==> src/rtl/axi_wr_arbiter.sv <==
// axi_wr_arbiter: write-path arbiter/sequencer for the 2x2 AXI interconnect.
// Define WR_ARB_FIXED_PRIO_EN for fixed M1-over-M0 priority (no round robin).
module axi_wr_arbiter #(
  parameter int ADDR_W  = 32,
  parameter int SEL_BIT = 16,
  parameter int CNT_W   = 8
) (
  input  logic              ACLK,
  input  logic              ARESETn,
  input  logic              AWVALID_M0,
  input  logic              AWVALID_M1,
  input  logic [ADDR_W-1:0] AWADDR_M0,
  input  logic [ADDR_W-1:0] AWADDR_M1,
  input  logic              AWREADY_S0,
  input  logic              AWREADY_S1,
  input  logic              WVALID_M0,
  input  logic              WVALID_M1,
  input  logic              WLAST_M0,
  input  logic              WLAST_M1,
  input  logic              WREADY_S0,
  input  logic              WREADY_S1,
  input  logic              BVALID_S0,
  input  logic              BVALID_S1,
  input  logic              BREADY_M0,
  input  logic              BREADY_M1,
  output logic [1:0]        gnt,
  output logic [1:0]        slv_sel,
  output logic              aw_en,
  output logic              w_en,
  output logic              b_en,
  output logic [CNT_W-1:0]  beat_cnt,
  output logic              busy
);

  localparam logic [1:0] S_IDLE = 2'd0;
  localparam logic [1:0] S_ADDR = 2'd1;
  localparam logic [1:0] S_DATA = 2'd2;
  localparam logic [1:0] S_RESP = 2'd3;

  logic [1:0] state;
  logic [1:0] state_nxt;

  logic g_awvalid;
  logic g_wvalid;
  logic g_wlast;
  logic g_bready;
  logic s_awready;
  logic s_wready;
  logic s_bvalid;

  logic any_req;
  logic pick_m1;
  logic win_sel;
  logic aw_hs;
  logic w_beat;
  logic b_done;

  logic unused_addr;
  assign unused_addr = ^{AWADDR_M0, AWADDR_M1};

  // Only the granted master and selected slave are ever looked at.
  always_comb begin
    g_awvalid = 1'b0;
    g_wvalid  = 1'b0;
    g_wlast   = 1'b0;
    g_bready  = 1'b0;
    unique case (1'b1)
      gnt[0]: begin
        g_awvalid = AWVALID_M0;
        g_wvalid  = WVALID_M0;
        g_wlast   = WLAST_M0;
        g_bready  = BREADY_M0;
      end
      gnt[1]: begin
        g_awvalid = AWVALID_M1;
        g_wvalid  = WVALID_M1;
        g_wlast   = WLAST_M1;
        g_bready  = BREADY_M1;
      end
      default: ;
    endcase
  end

  always_comb begin
    s_awready = 1'b0;
    s_wready  = 1'b0;
    s_bvalid  = 1'b0;
    unique case (1'b1)
      slv_sel[0]: begin
        s_awready = AWREADY_S0;
        s_wready  = WREADY_S0;
        s_bvalid  = BVALID_S0;
      end
      slv_sel[1]: begin
        s_awready = AWREADY_S1;
        s_wready  = WREADY_S1;
        s_bvalid  = BVALID_S1;
      end
      default: ;
    endcase
  end

  assign any_req = AWVALID_M0 | AWVALID_M1;

`ifdef WR_ARB_FIXED_PRIO_EN
  assign pick_m1 = AWVALID_M1;
`else
  logic last_m1;
  assign pick_m1 = AWVALID_M1 & (~AWVALID_M0 | ~last_m1);
`endif

  assign win_sel = pick_m1 ? AWADDR_M1[SEL_BIT]
                           : AWADDR_M0[SEL_BIT];

  assign aw_hs  = (state == S_ADDR) & g_awvalid & s_awready;
  assign w_beat = (state == S_DATA) & g_wvalid & s_wready;
  assign b_done = (state == S_RESP) & s_bvalid & g_bready;

  always_comb begin
    state_nxt = state;
    unique case (state)
      S_IDLE: if (any_req) state_nxt = S_ADDR;
      S_ADDR: if (aw_hs) state_nxt = S_DATA;
      S_DATA: if (w_beat && g_wlast) state_nxt = S_RESP;
      S_RESP: if (b_done) state_nxt = S_IDLE;
    endcase
  end

  always_ff @(posedge ACLK or negedge ARESETn) begin
    if (!ARESETn) begin
      state    <= S_IDLE;
      gnt      <= 2'b00;
      slv_sel  <= 2'b00;
      beat_cnt <= '0;
    end else begin
      state <= state_nxt;
      unique case (state)
        S_IDLE: begin
          if (any_req) begin
            gnt      <= {pick_m1, ~pick_m1};
            slv_sel  <= {win_sel, ~win_sel};
            beat_cnt <= '0;
          end
        end
        S_DATA: begin
          if (w_beat && (beat_cnt != '1))
            beat_cnt <= beat_cnt + CNT_W'(1);
        end
        S_RESP: begin
          if (b_done) begin
            gnt     <= 2'b00;
            slv_sel <= 2'b00;
          end
        end
        default: ;
      endcase
    end
  end

`ifndef WR_ARB_FIXED_PRIO_EN
  // Reset to M1 so that M0 takes the first tie.
  always_ff @(posedge ACLK or negedge ARESETn) begin
    if (!ARESETn)
      last_m1 <= 1'b1;
    else if (b_done)
      last_m1 <= gnt[1];
  end
`endif

  assign aw_en = (state == S_ADDR);
  assign w_en  = (state == S_DATA);
  assign b_en  = (state == S_RESP);
  assign busy  = (state != S_IDLE);

endmodule
==> config.mk <==
export PLATFORM = sky130hd
export DESIGN_NAME = axi_wr_arbiter
export DESIGN_NICKNAME = d
export VERILOG_FILES = /design/src/rtl/axi_wr_arbiter.sv
export SDC_FILE = /design/constraint.sdc
export NUM_CORES = 1
export LEC_CHECK = 0
export ABC_CLOCK_PERIOD_IN_PS = 2800
export CORE_MARGIN = 2
export CORE_UTILIZATION = 58
export DETAILED_ROUTE_END_ITERATION = 6
export DONT_BUFFER_PORTS = 1
export HOLD_SLACK_MARGIN = 0.05
export PLACE_DENSITY = 0.74
export REMOVE_ABC_BUFFERS = 1
export SLEW_MARGIN = 0
export SYNTH_ARGS = -nofsm -noshare
export SYNTH_HDL_FRONTEND = slang
export SYNTH_SLANG_ARGS = --single-unit
==> constraint.sdc <==
create_clock -name ACLK -period 2.8 [get_ports ACLK]
set_input_delay 0.14 -clock ACLK [delete_from_list [all_inputs] [get_ports ACLK]]
set_output_delay 0.14 -clock ACLK [all_outputs]
set_load 0.02 [all_outputs]
# Word-level counts from Yosys, hierarchy flattened
# Index checks and enable logic that the tools add are counted.
[totals]
ff_bits = 15
inputBits = 80
out_inout_bits = 16
word_cells = 57
[classes]
addsub = 1
n_eq_ne = 9
muxes = 20
n_bitwise = 13
n_reduce_logical = 9
[ops]
columns = ["op", "count"]
rows = [
  ["2-to-1 mux 8 bit", 2],
  ["one-hot mux 8 bit (2 select lines)", 1],
  ["one-hot mux 1 bit (2 select lines)", 7],
  ["2-to-1 mux 2 bit", 6],
  ["adder 8 x 1 -> 8 bit, second input constant", 1],
  ["!= test 2 x 1 -> 1 bit, second input constant", 4],
  ["!= test 8 bit, second input constant", 1],
  ["one-hot mux 2 bit (2 select lines)", 2],
  ["one-hot mux 2 bit (4 select lines)", 1],
  ["AND 1 bit", 7],
  ["AND reduction 3 bit", 2],
  ["nonzero test 2 bit", 3],
  ["equality test 2 bit, second input constant", 2],
  ["NOT 1 bit", 4],
  ["AND reduction 4 bit", 1],
  ["equality test 2 x 1 -> 1 bit, second input constant", 1],
  ["logical AND 1 bit", 2],
  ["zero test 2 bit", 1],
  ["!= test 2 bit, second input constant", 1],
  ["OR 1 bit", 2],
  ["2-to-1 mux 1 bit", 1],
]

# Longest topological paths before layout
# Gate-level depths: netlist of run 1.
[depth]
word_depth = 7
mapped_depth = 6
mapped_depth_nobuf = 6

# Worst setup path before layout of run 1
# Ideal clock, no wire load.
[synth_timing]
path_kind = "reg-to-reg"
start = "register beat_cnt[0]"
end = "register beat_cnt[2]"
setup_time_ns = 0.126
t_arrival_ns = 1.585
required_time_ns = 2.674
path_slack_ns = 1.089
path_stages_with_launch = 6
n_path_buf = 0
path_cell_list = "dfrtp_1 > ha_1 > nand3_1 > or2_1 > and3_1 > a221o_1"
[synth_via]
elab_chain_cells = 4
elab_cells_between_ends = 7
[synth_lines]
columns = ["item", "line", "rtl"]
rows = [
  ["start: declaration", "31", "output logic [CNT_W-1:0] beat_cnt,"],
  ["start signal: assignment", "147", "beat_cnt <= beat_cnt + CNT_W'(1);"],
  ["branches (longest 4 deep; another with adder 8 x 1 -> 8 bit)", "n/a", ""],
]
# Several ways; the timed one is not identified. The select of a mux whose other input is x is not followed.
# A chain may end at the register's enable or synchronous reset.

# Worst setup path in the final report of run 1
# Same ends and word-level chain as after synthesis.

==> key figures, run 1 <==
Setup path
  • Type of origin of the critical path: flop
  • Crit path kind: reg -> reg
  • Buffers & Inverters on Critical Path: 0
  • Slowest cell on crit path: dfrtp_1
  • Worst path required time: 2970 ps
  • CP top delay family: simple AND/OR/NAND/NOR gates
  • Max Fanout on Critical Path: 7
  • Worst path cell trace: ha_1, nand3_1, or2_1, and3_1, a221o_1
  • Crit path capture type: flop
  • CP arrival: 2060 ps
  • CP max stage delay: 560 ps

Placed design
  • IO buf count: 0
  • Final GP Congestion: 0.873
  • DP Area: 1020 um2
  • DP HPWL: 1.70 mm

Global route
  • Vias in the first global route: 806
  • Initial antenna violation count: 0
  • Pin count of the biggest net entering global routing: 16
  • First-pass GRT wire length: 3.52 mm
  • Total GRT Usage: 23.6%
  • Total gr overflow: 0

CTS
  • Skew-Pair Late Insertion Delay: 290 ps
  • Clock root buffer: clkbuf_4
  • TritonCTS clock tree: done
  • CTS Sinks: 15
  • Num CTS Buffers: 3
  • Post-CTS Resized: 0
  • H-tree depth: 1
  • Clock transition at the registers of the reported paths: 90 ps
  • Max Root-Sink Buffers: 2

Finish
  • Fillers: 132
  • Commonest non-fill, non-tap cell in the layout: dfrtp_1
  • Share of cells above drive strength 1: 9.17%
  • Nets@finish: 196
  • Area grow syn2layout: 4.97%
  • Final instance area: 1060 um2
  • Antenna Cells: 0
  • Most frequent cells in the layout: dfrtp_1, nand2_1, o311ai_1

STA
  • RSZ-0062 raised after global routing: false
  • Skew final: 5.21 ps
  • Final Hold Fails: 0
  • Fin. max-slew vios: 0
  • Clock period minus worst slack: 1890 ps
  • Normalized max-slew margin: 54.3%
  • Fmax: 529 MHz
  • Period utilisation layout: 67.5%
  • Setup tns final: 0 ps
  • Final setup fails: 0
  • Worst-margin pin slew: 684 ps

Hold path
  • Hold Path Class: in -> reg

Synthesis
  • Seq/Total Area, Yosys: 37.4%
  • Register bit total from synthesis: 15
  • Synth area leaders: dfrtp_1, ha_1, o311ai_1
  • Synth top area share: 34.8%
  • YS warnings: 0
  • Synth unique cells: 37
  • Gate Count Post-Synth: 105
  • Mapped Avg Cell Area: 9.59 um2
  • Synth area leader: dfrtp_1
  • Syn Std Cell Area: 1010 um2

Run
  • Max-cap violation count: 0

Floorplan
  • Die Ht: 45.7 um
  • Rows: 15
  • Die Area: 2090 um2
  • Chip width: 45.7 um
  • Ports: 96
  • Initial Util: 60.3%
  • Total core area: 1670 um2

Drt
  • Drt first pass iters: 4
  • Vias per Instance: 7.16
  • Total wire length: 2.28 mm
  • DRT antenna net count: 0
  • DRC viols: 0
  • WL/cell: 18.1 um
  • Initial DRC Count: 23
  • Vias: 902

Power and ir drop
  • P_leak: 0.433 nW
  • Pwr dens: 1040 nW/um2
  • Peak supply drop: 0.673 mV

Run status
  • Result of the run: completed
[worst paths after layout]
kind / start / to / slack (ps) / cells past startpoint
worst max-delay path: beat_cnt[0] / beat_cnt[2] / 910 / 5
worst min register to register: state[1] / state[1] / 580 / 1
min in group asynchronous: ARESETn / beat_cnt[6] / 330 / 1
worst max register to register: beat_cnt[0] / beat_cnt[2] / 910 / 5
worst min-delay path: AWVALID_M1 / beat_cnt[3] / 130 / 2
max in group asynchronous: ARESETn / beat_cnt[3] / 2040 / 1
[through the flow]
step / instances / hold WS [ps] / worst slack [ps] / utilization [%] / power, mW
final: 126 / 135 / 911 / 63.3 / 1.10
after global routing: 126 / 137 / 769 / 63.3 / 1.18
after CTS: 126 / 133 / 904 / 63.3 / 1.10
after detailed placement: 121 / -155 / 937 / 61.0 / 0.971
after global placement: 121 / -155 / 936 / 61.0 / 0.958
after floorplan: 103 / -156 / 1010 / - / 0.841
[cell type report]
class / count / area [um2] / share of cell area (%)
Clock buffer: 3 / 22.5 / 2.13
Clock inverter: 1 / 5.00 / 0.473
Inverter: 4 / 15.0 / 1.42
Multi-Input combinational cell: 84 / 599 / 56.7
Sequential cell: 15 / 377 / 35.6
Tap cell: 17 / 21.3 / 2.01
Timing Repair Buffer: 2 / 17.5 / 1.66
[synth_stat cells, drive strengths merged]
cell    instances
a21boi          2
a21o            4
a221o           1
a22oi           7
a31oi           1
and3            1
and4            1
buf             2
dfrtp          14
dfstp           1
ha              6
inv             4
mux2            2
mux2i           1
nand2          13
nand3           2
nand3b          1
nand4           5
nor2            4
nor3            2
nor4            3
nor4b           2
o211ai          4
o21ai           3
o22a            1
o311ai          8
o31ai           1
o32a            1
or2             3
or3             4
or3b            1
[power by group]
part	switching [mW]	internal (mW)
clock network	0.0721	0.0531
registers	0.128	0.285
logic	0.343	0.217
total	0.543	0.555
[worst reg2reg max path: cells and delay by family (launching register included)]
| family | cells | cell delay (ps) |
|---|---|---|
| AND/OR/NAND/NOR | 3 | 670 |
| flip-flops | 1 | 560 |
| AO/OA/AOI/OAI | 1 | 280 |
| adder cells (fa/ha/maj) | 1 | 260 |
[logic make-up after synthesis]
group | after synthesis | synth area share, %
mux | 3 | 3.23
flops | 15 | 37.4
compound gates | 33 | 25.8
simple gates | 42 | 23.0
buf+inv | 6 | 3.11
fa+ha+maj | 6 | 7.45
[registers in the layout (all words and copies together) (netlist names)]
register,flops
last_m1,1
slv_sel,2
beat_cnt,8
state,2
gnt,2
[timing repair]
| item | 4_1_cts | 5_1_grt |
|---|---|---|
| hold endpoints to repair | 15 | 0 |
| setup buffers | 0 | 0 |
| hold buffers | 1 | 0 |
[layer usage]
layer,GRT usage (%),up-vias,share of wire [%]
met5,0,-,0
met4,10.6,0,1.8
met3,5.56,5,10
met2,36.6,46,47
met1,30.8,426,41
li1,-,425,-
(Power assumes the default switching activity.)
==> run 2, diff against run 1 <==
--- a/config.mk
+++ b/config.mk
@@ -5,13 +5,13 @@
 export SDC_FILE = /design/constraint.sdc
 export NUM_CORES = 1
 export LEC_CHECK = 0
-export ABC_CLOCK_PERIOD_IN_PS = 2800
+export ABC_CLOCK_PERIOD_IN_PS = 1600
 export CORE_MARGIN = 2
-export CORE_UTILIZATION = 58
+export CORE_UTILIZATION = 55
 export DETAILED_ROUTE_END_ITERATION = 6
 export DONT_BUFFER_PORTS = 1
 export HOLD_SLACK_MARGIN = 0.05
-export PLACE_DENSITY = 0.74
+export PLACE_DENSITY = 0.73
 export REMOVE_ABC_BUFFERS = 1
 export SLEW_MARGIN = 0
 export SYNTH_ARGS = -nofsm -noshare
==> constraint.sdc (replaced) <==
create_clock -name ACLK -period 1.6 [get_ports ACLK]
set_input_delay 0.08 -clock ACLK [delete_from_list [all_inputs] [get_ports ACLK]]
set_output_delay 0.08 -clock ACLK [all_outputs]
set_load 0.02 [all_outputs]
==> run 2 against run 1 <==
The flow now finishes with violations (setup timing). Register-to-register slack worse by 960 ps. Final cell count is 32% higher. Non-clock buffer count is 32 higher. Clock-buffer cell count is 1 higher. Sequential share of layout area is 8.0 points lower. Die area is 5.0% higher. Total power is 140% higher. Worst hold slack better by 32 ps. Sequential power is 50% higher. Clock power is 92% higher. Flip-flop and latch count stayed put.
==> key figures, run 2 (same netlist as run 1, synthesis figures left out) <==
CTS
  • Num CTS Buffers: 3
  • Clock transition at the registers of the reported paths: 100 ps
  • CTS Sinks: 15
  • Max Root-Sink Buffers: 2
  • Skew-Pair Late Insertion Delay: 300 ps
  • H-tree depth: 1
  • Clock root buffer: clkbuf_4
  • TritonCTS clock tree: done

STA
  • Normalized max-slew margin: 51.7%
  • Final setup fails: 3
  • Setup tns final: -79.0 ps
  • Final Hold Fails: 0
  • RSZ-0062 raised after global routing: true
  • Fin. max-slew vios: 0
  • Skew final: 4.67 ps
  • Fmax: 606 MHz
  • Clock period minus worst slack: 1650 ps
  • Period utilisation layout: 103%
  • Worst-margin pin slew: 723 ps
  • Final setup margin: -50.9 ps

Setup path
  • Crit path capture type: flop
  • Buffers & Inverters on Critical Path: 1
  • Crit. Startpoint: state[0]
  • Crit path kind: reg -> reg
  • Max Fanout on Critical Path: 4
  • Worst path required time: 1790 ps
  • Slowest cell on crit path: dfrtp_1
  • Worst r2r src: state[0]
  • CP arrival: 1850 ps
  • CP top delay family: simple AND/OR/NAND/NOR gates
  • Reg2reg end: state[1]
  • Type of origin of the critical path: flop
  • FF-to-FF path depth: 5
  • Flop2flop setup slack: -50 ps
  • CP max stage delay: 410 ps
  • Worst path cell trace: inv_2, ha_4, or3b_4, nand4_1, mux2_4

Placed design
  • IO buf count: 0
  • Dpl ws: -86.5 ps
  • Final GP Congestion: 0.903
  • DP Area: 1230 um2
  • DP HPWL: 2.04 mm

Power and ir drop
  • Seq pwr share: 23.9%
  • Combinational share of power: 66.9%
  • Switching pwr: 1.17 mW
  • Clock power frac: 9.2%
  • P_leak: 0.600 nW
  • Pwr dens: 1890 nW/um2
  • Int Power: 1.42 mW
  • Peak supply drop: 1.45 mV
  • Tot Pwr: 2.60 mW
  • Sw frac: 45.1%

Drt
  • Vias: 1080
  • Initial DRC Count: 29
  • Total wire length: 2.94 mm
  • Drt first pass iters: 4
  • DRT antenna net count: 0
  • WL/cell: 17.7 um
  • Vias per Instance: 6.51
  • DRC viols: 0

Floorplan
  • Initial Util: 58.3%
  • Ports: 96
  • Rows: 15
  • Total core area: 1730 um2
  • Chip width: 46.8 um
  • Die Ht: 46.8 um
  • Die Area: 2190 um2

Global route
  • First-pass GRT wire length: 4.49 mm
  • Total gr overflow: 0
  • Initial antenna violation count: 0
  • Pin count of the biggest net entering global routing: 16
  • Total GRT Usage: 29.4%
  • Vias in the first global route: 1008

Finish
  • Final instance area: 1370 um2
  • Most frequent cells in the layout: buf_4, nand2_1, dfrtp_1
  • Fillers: 123
  • Final Util: 79.4%
  • Largest register FFs: 8
  • Largest Register: beat_cnt
  • Share of cells above drive strength 1: 38.3%
  • Nets@finish: 228
  • Commonest non-fill, non-tap cell in the layout: buf_4
  • Antenna Cells: 0
  • Area grow syn2layout: 36.1%

Run
  • Max-cap violation count: 0

Run status
  • Result of the run: finished, violations left
  • Failing checks: setup timing

Hold path
  • Hold_sp: AWADDR_M0[16]
  • Hold Path Depth: 3
  • Hold Path Class: in -> reg
  • Hold path endpoint: slv_sel[0]
[run 2: worst max-delay path by stage]
stage / cells after the start / end
6_report: 5 / state[1]
3_3_place_gp: 5 / state[1]
4_1_cts: 5 / state[1]
3_5_place_dp: 5 / state[1]
2_1_floorplan: 5 / beat_cnt[7]
5_1_grt: 8 / state[0]
[run 2: layer usage]
layer	routed length, um	vias to the layer above	global-route usage (%)
li1	-	492	-
met1	1230	526	35.2
met2	1430	55	49.0
met3	223	7	8.46
met4	65	0	12.8
met5	0	-	0
[run 2: power by group through the flow]
stage / clock, mW / sequential (mW) / combinational (mW)
floorplan: 0 / 0.695 / 0.776
global placement: 0 / 0.602 / 1.40
detailed placement: 0 / 0.611 / 1.43
CTS: 0.237 / 0.611 / 1.54
global route: 0.259 / 0.631 / 1.86
finish: 0.240 / 0.620 / 1.74
[run 2: area by class of cell]
cell class / count / area [um2] / share of cell area, %
multi-input combinational: 84 / 653 / 47.6
sequential: 15 / 379 / 27.6
timing repair buffer: 34 / 267 / 19.4
tap: 25 / 31.3 / 2.28
clock buffer: 4 / 26.3 / 1.92
inverter: 4 / 15.0 / 1.09
[run 2: worst register-to-register path, stage by stage (launching register included)]
cell	delay, ps
dfrtp_1	410
inv_2	110
ha_4	150
or3b_4	400
nand4_1	160
mux2_4	310
[run 2: per-stage QoR]
step | cells | hold WS [ps]
after floorplan | 103 | -216
after global placement | 156 | -215
after detailed placement | 156 | -215
after CTS | 164 | 167
after global routing | 166 | 182
final | 166 | 167
[run 2: timing repair]
item | CTS | global route
gates cloned | 0 | 0
buffers inserted | 1 | 2
hold buffers | 3 | 0
resized for setup | 9 | 10
pin swaps | 1 | 4
endpoints found under the hold margin | 16 | 0
setup endpoints to repair | 14 | 14
==> run 3, diff against run 2 <==
--- a/config.mk
+++ b/config.mk
@@ -6,13 +6,16 @@
 export NUM_CORES = 1
 export LEC_CHECK = 0
 export ABC_CLOCK_PERIOD_IN_PS = 1600
+export CELL_PAD_IN_SITES_DETAIL_PLACEMENT = 0
+export CELL_PAD_IN_SITES_GLOBAL_PLACEMENT = 2
 export CORE_MARGIN = 2
-export CORE_UTILIZATION = 55
+export CORE_UTILIZATION = 27
 export DETAILED_ROUTE_END_ITERATION = 6
 export DONT_BUFFER_PORTS = 1
 export HOLD_SLACK_MARGIN = 0.05
-export PLACE_DENSITY = 0.73
+export PLACE_DENSITY_LB_ADDON = 0.1
 export REMOVE_ABC_BUFFERS = 1
+export SKIP_LAST_GASP = 1
 export SLEW_MARGIN = 0
 export SYNTH_ARGS = -nofsm -noshare
 export SYNTH_HDL_FRONTEND = slang
==> run 3 against run 2 <==
The run still ends with setup timing left. Global-route usage is 13 points lower. Clock-buffer cell count stayed put. Via count is 3.3% lower. Setup slack better by 34 ps. Sequential share of layout area is 2.5 points lower. Total power is 8.2% higher. Clock power is 35% higher. Flip-flop and latch count stayed put. Wire length is 12% higher. Worst hold slack worse by 100 ps. Clock skew is 1.9 ps lower. Critical path type unchanged. Critical endpoint unchanged.
==> key figures, run 3 (same netlist as run 1, synthesis figures left out) <==
Run status
  • Result of the run: finished, violations left
  • Failing checks: setup timing

Global route
  • Pin count of the biggest net entering global routing: 16
  • First-pass GRT wire length: 5.35 mm
  • Initial antenna violation count: 0
  • Total GRT Usage: 16.8%
  • Vias in the first global route: 1072
  • Total gr overflow: 0

STA
  • Final setup fails: 1
  • Fin. max-slew vios: 0
  • RSZ-0062 raised after global routing: true
  • Fmax: 618 MHz
  • Worst-margin pin slew: 781 ps
  • Period utilisation layout: 101%
  • Clock period minus worst slack: 1620 ps
  • Final setup margin: -17.1 ps
  • Final Hold Fails: 0
  • Skew final: 2.75 ps
  • Normalized max-slew margin: 47.8%

Setup path
  • Worst r2r src: state[1]
  • CP arrival: 1750 ps
  • Reg2reg end: state[1]
  • Crit path capture type: flop
  • Crit path kind: reg -> reg
  • Worst path required time: 1730 ps
  • FF-to-FF path depth: 5
  • Flop2flop setup slack: -20 ps
  • Type of origin of the critical path: flop
  • Max Fanout on Critical Path: 5

Drt
  • Drt first pass iters: 5
  • DRC viols: 0
  • DRT antenna net count: 0
  • Top Metal Used: met4
  • Total wire length: 3.28 mm
  • WL/cell: 16.7 um
  • Vias: 1044
  • M1 wire length: 1.55 mm
  • WL met2: 1.57 mm
  • Met3 WL: 143 um
  • Initial DRC Count: 35
  • Vias per Instance: 5.30

Placed design
  • IO buf count: 0
  • Final GP Congestion: 0.758
  • DP HPWL: 2.50 mm
  • Dpl ws: -99.1 ps
  • DP Area: 1330 um2

Floorplan
  • Rows: 22
  • Die Area: 4230 um2
  • Die Ht: 65.1 um
  • Total core area: 3630 um2
  • Initial Util: 27.7%
  • Ports: 96
  • Chip width: 65.1 um

CTS
  • Clock root buffer: clkbuf_8
  • Num CTS Buffers: 3
  • H-tree depth: 1
  • Skew-Pair Late Insertion Delay: 250 ps
  • Clock transition at the registers of the reported paths: 70 ps
  • Max Root-Sink Buffers: 2
  • CTS Sinks: 15
  • TritonCTS clock tree: done

Finish
  • Nets@finish: 236
  • Most frequent cells in the layout: buf_4, dfrtp_1, nand2_1
  • Largest Register: beat_cnt
  • Largest register FFs: 8
  • Final Util: 41.2%
  • Commonest non-fill, non-tap cell in the layout: buf_4
  • Share of cells above drive strength 1: 42.3%
  • Final instance area: 1500 um2
  • Area grow syn2layout: 48.6%
  • Antenna Cells: 0

Run
  • Max-cap violation count: 0

Power and ir drop
  • P_leak: 0.649 nW
  • Pwr dens: 1880 nW/um2
  • Tot Pwr: 2.81 mW
  • Peak supply drop: 0.622 mV

Hold path
  • Hold path endpoint: beat_cnt[3]
  • Hold Path Class: in -> reg
  • Hold_sp: AWVALID_M1
  • Hold Path Depth: 2
-- run 3: worst max path at each step --
| stage | from | end | slack [ps] | depth (start not counted) |
|---|---|---|---|---|
| 2_1_floorplan | state[0] | beat_cnt[7] | -190 | 5 |
| 3_5_place_dp | state[0] | state[1] | -100 | 5 |
| 6_report | state[1] | state[1] | -20 | 5 |
| 3_3_place_gp | state[0] | state[1] | -80 | 5 |
| 4_1_cts | state[1] | gnt[0] | -50 | 8 |
| 5_1_grt | state[1] | beat_cnt[7] | -80 | 5 |
-- run 3: per-layer routing --
metal | vias to the layer above | global-route usage, %
met3 | 2 | 3.47
met2 | 18 | 26.2
met5 | - | 0
li1 | 506 | -
met4 | 0 | 6.25
met1 | 518 | 23.0
-- run 3: per-stage QoR --
step           std cells  hold slack (ps)  TNS, ps
6_report             197             65.1    -17.1
5_1_grt              197             79.9     -592
4_1_cts              193             52.0     -238
3_5_place_dp         188             -215     -435
3_3_place_gp         188             -215     -386
2_1_floorplan        103             -216    -1010
-- run 3: area by class of cell --
cell class	instances	area, um2
sequential	15	377
inverter	4	17.5
fill	399	2140
multi-input combinational	84	672
timing repair buffer	42	325
tap	48	60.1
clock buffer	4	45.0
-- run 3: timing repair --
action / CTS / global route
hold endpoints to repair: 15 / 0
hold buffers: 1 / 0
gates cloned: 0 / 0
resized for setup: 7 / 13
buffers inserted: 1 / 4
pin swaps: 5 / 3
setup endpoints to repair: 9 / 13
-- run 3: worst max-delay path: stages, from the launching register on --
cell     delay, ps
dfrtp_1        400
inv_2           90
ha_4           150
or3b_4         410
nand4_1        130
mux2_1         330
-- run 3: report_power, final --
part	switching, mW	internal (mW)	total, mW
clock network	0.149	0.177	0.325
registers	0.103	0.502	0.605
logic	0.943	0.934	1.88
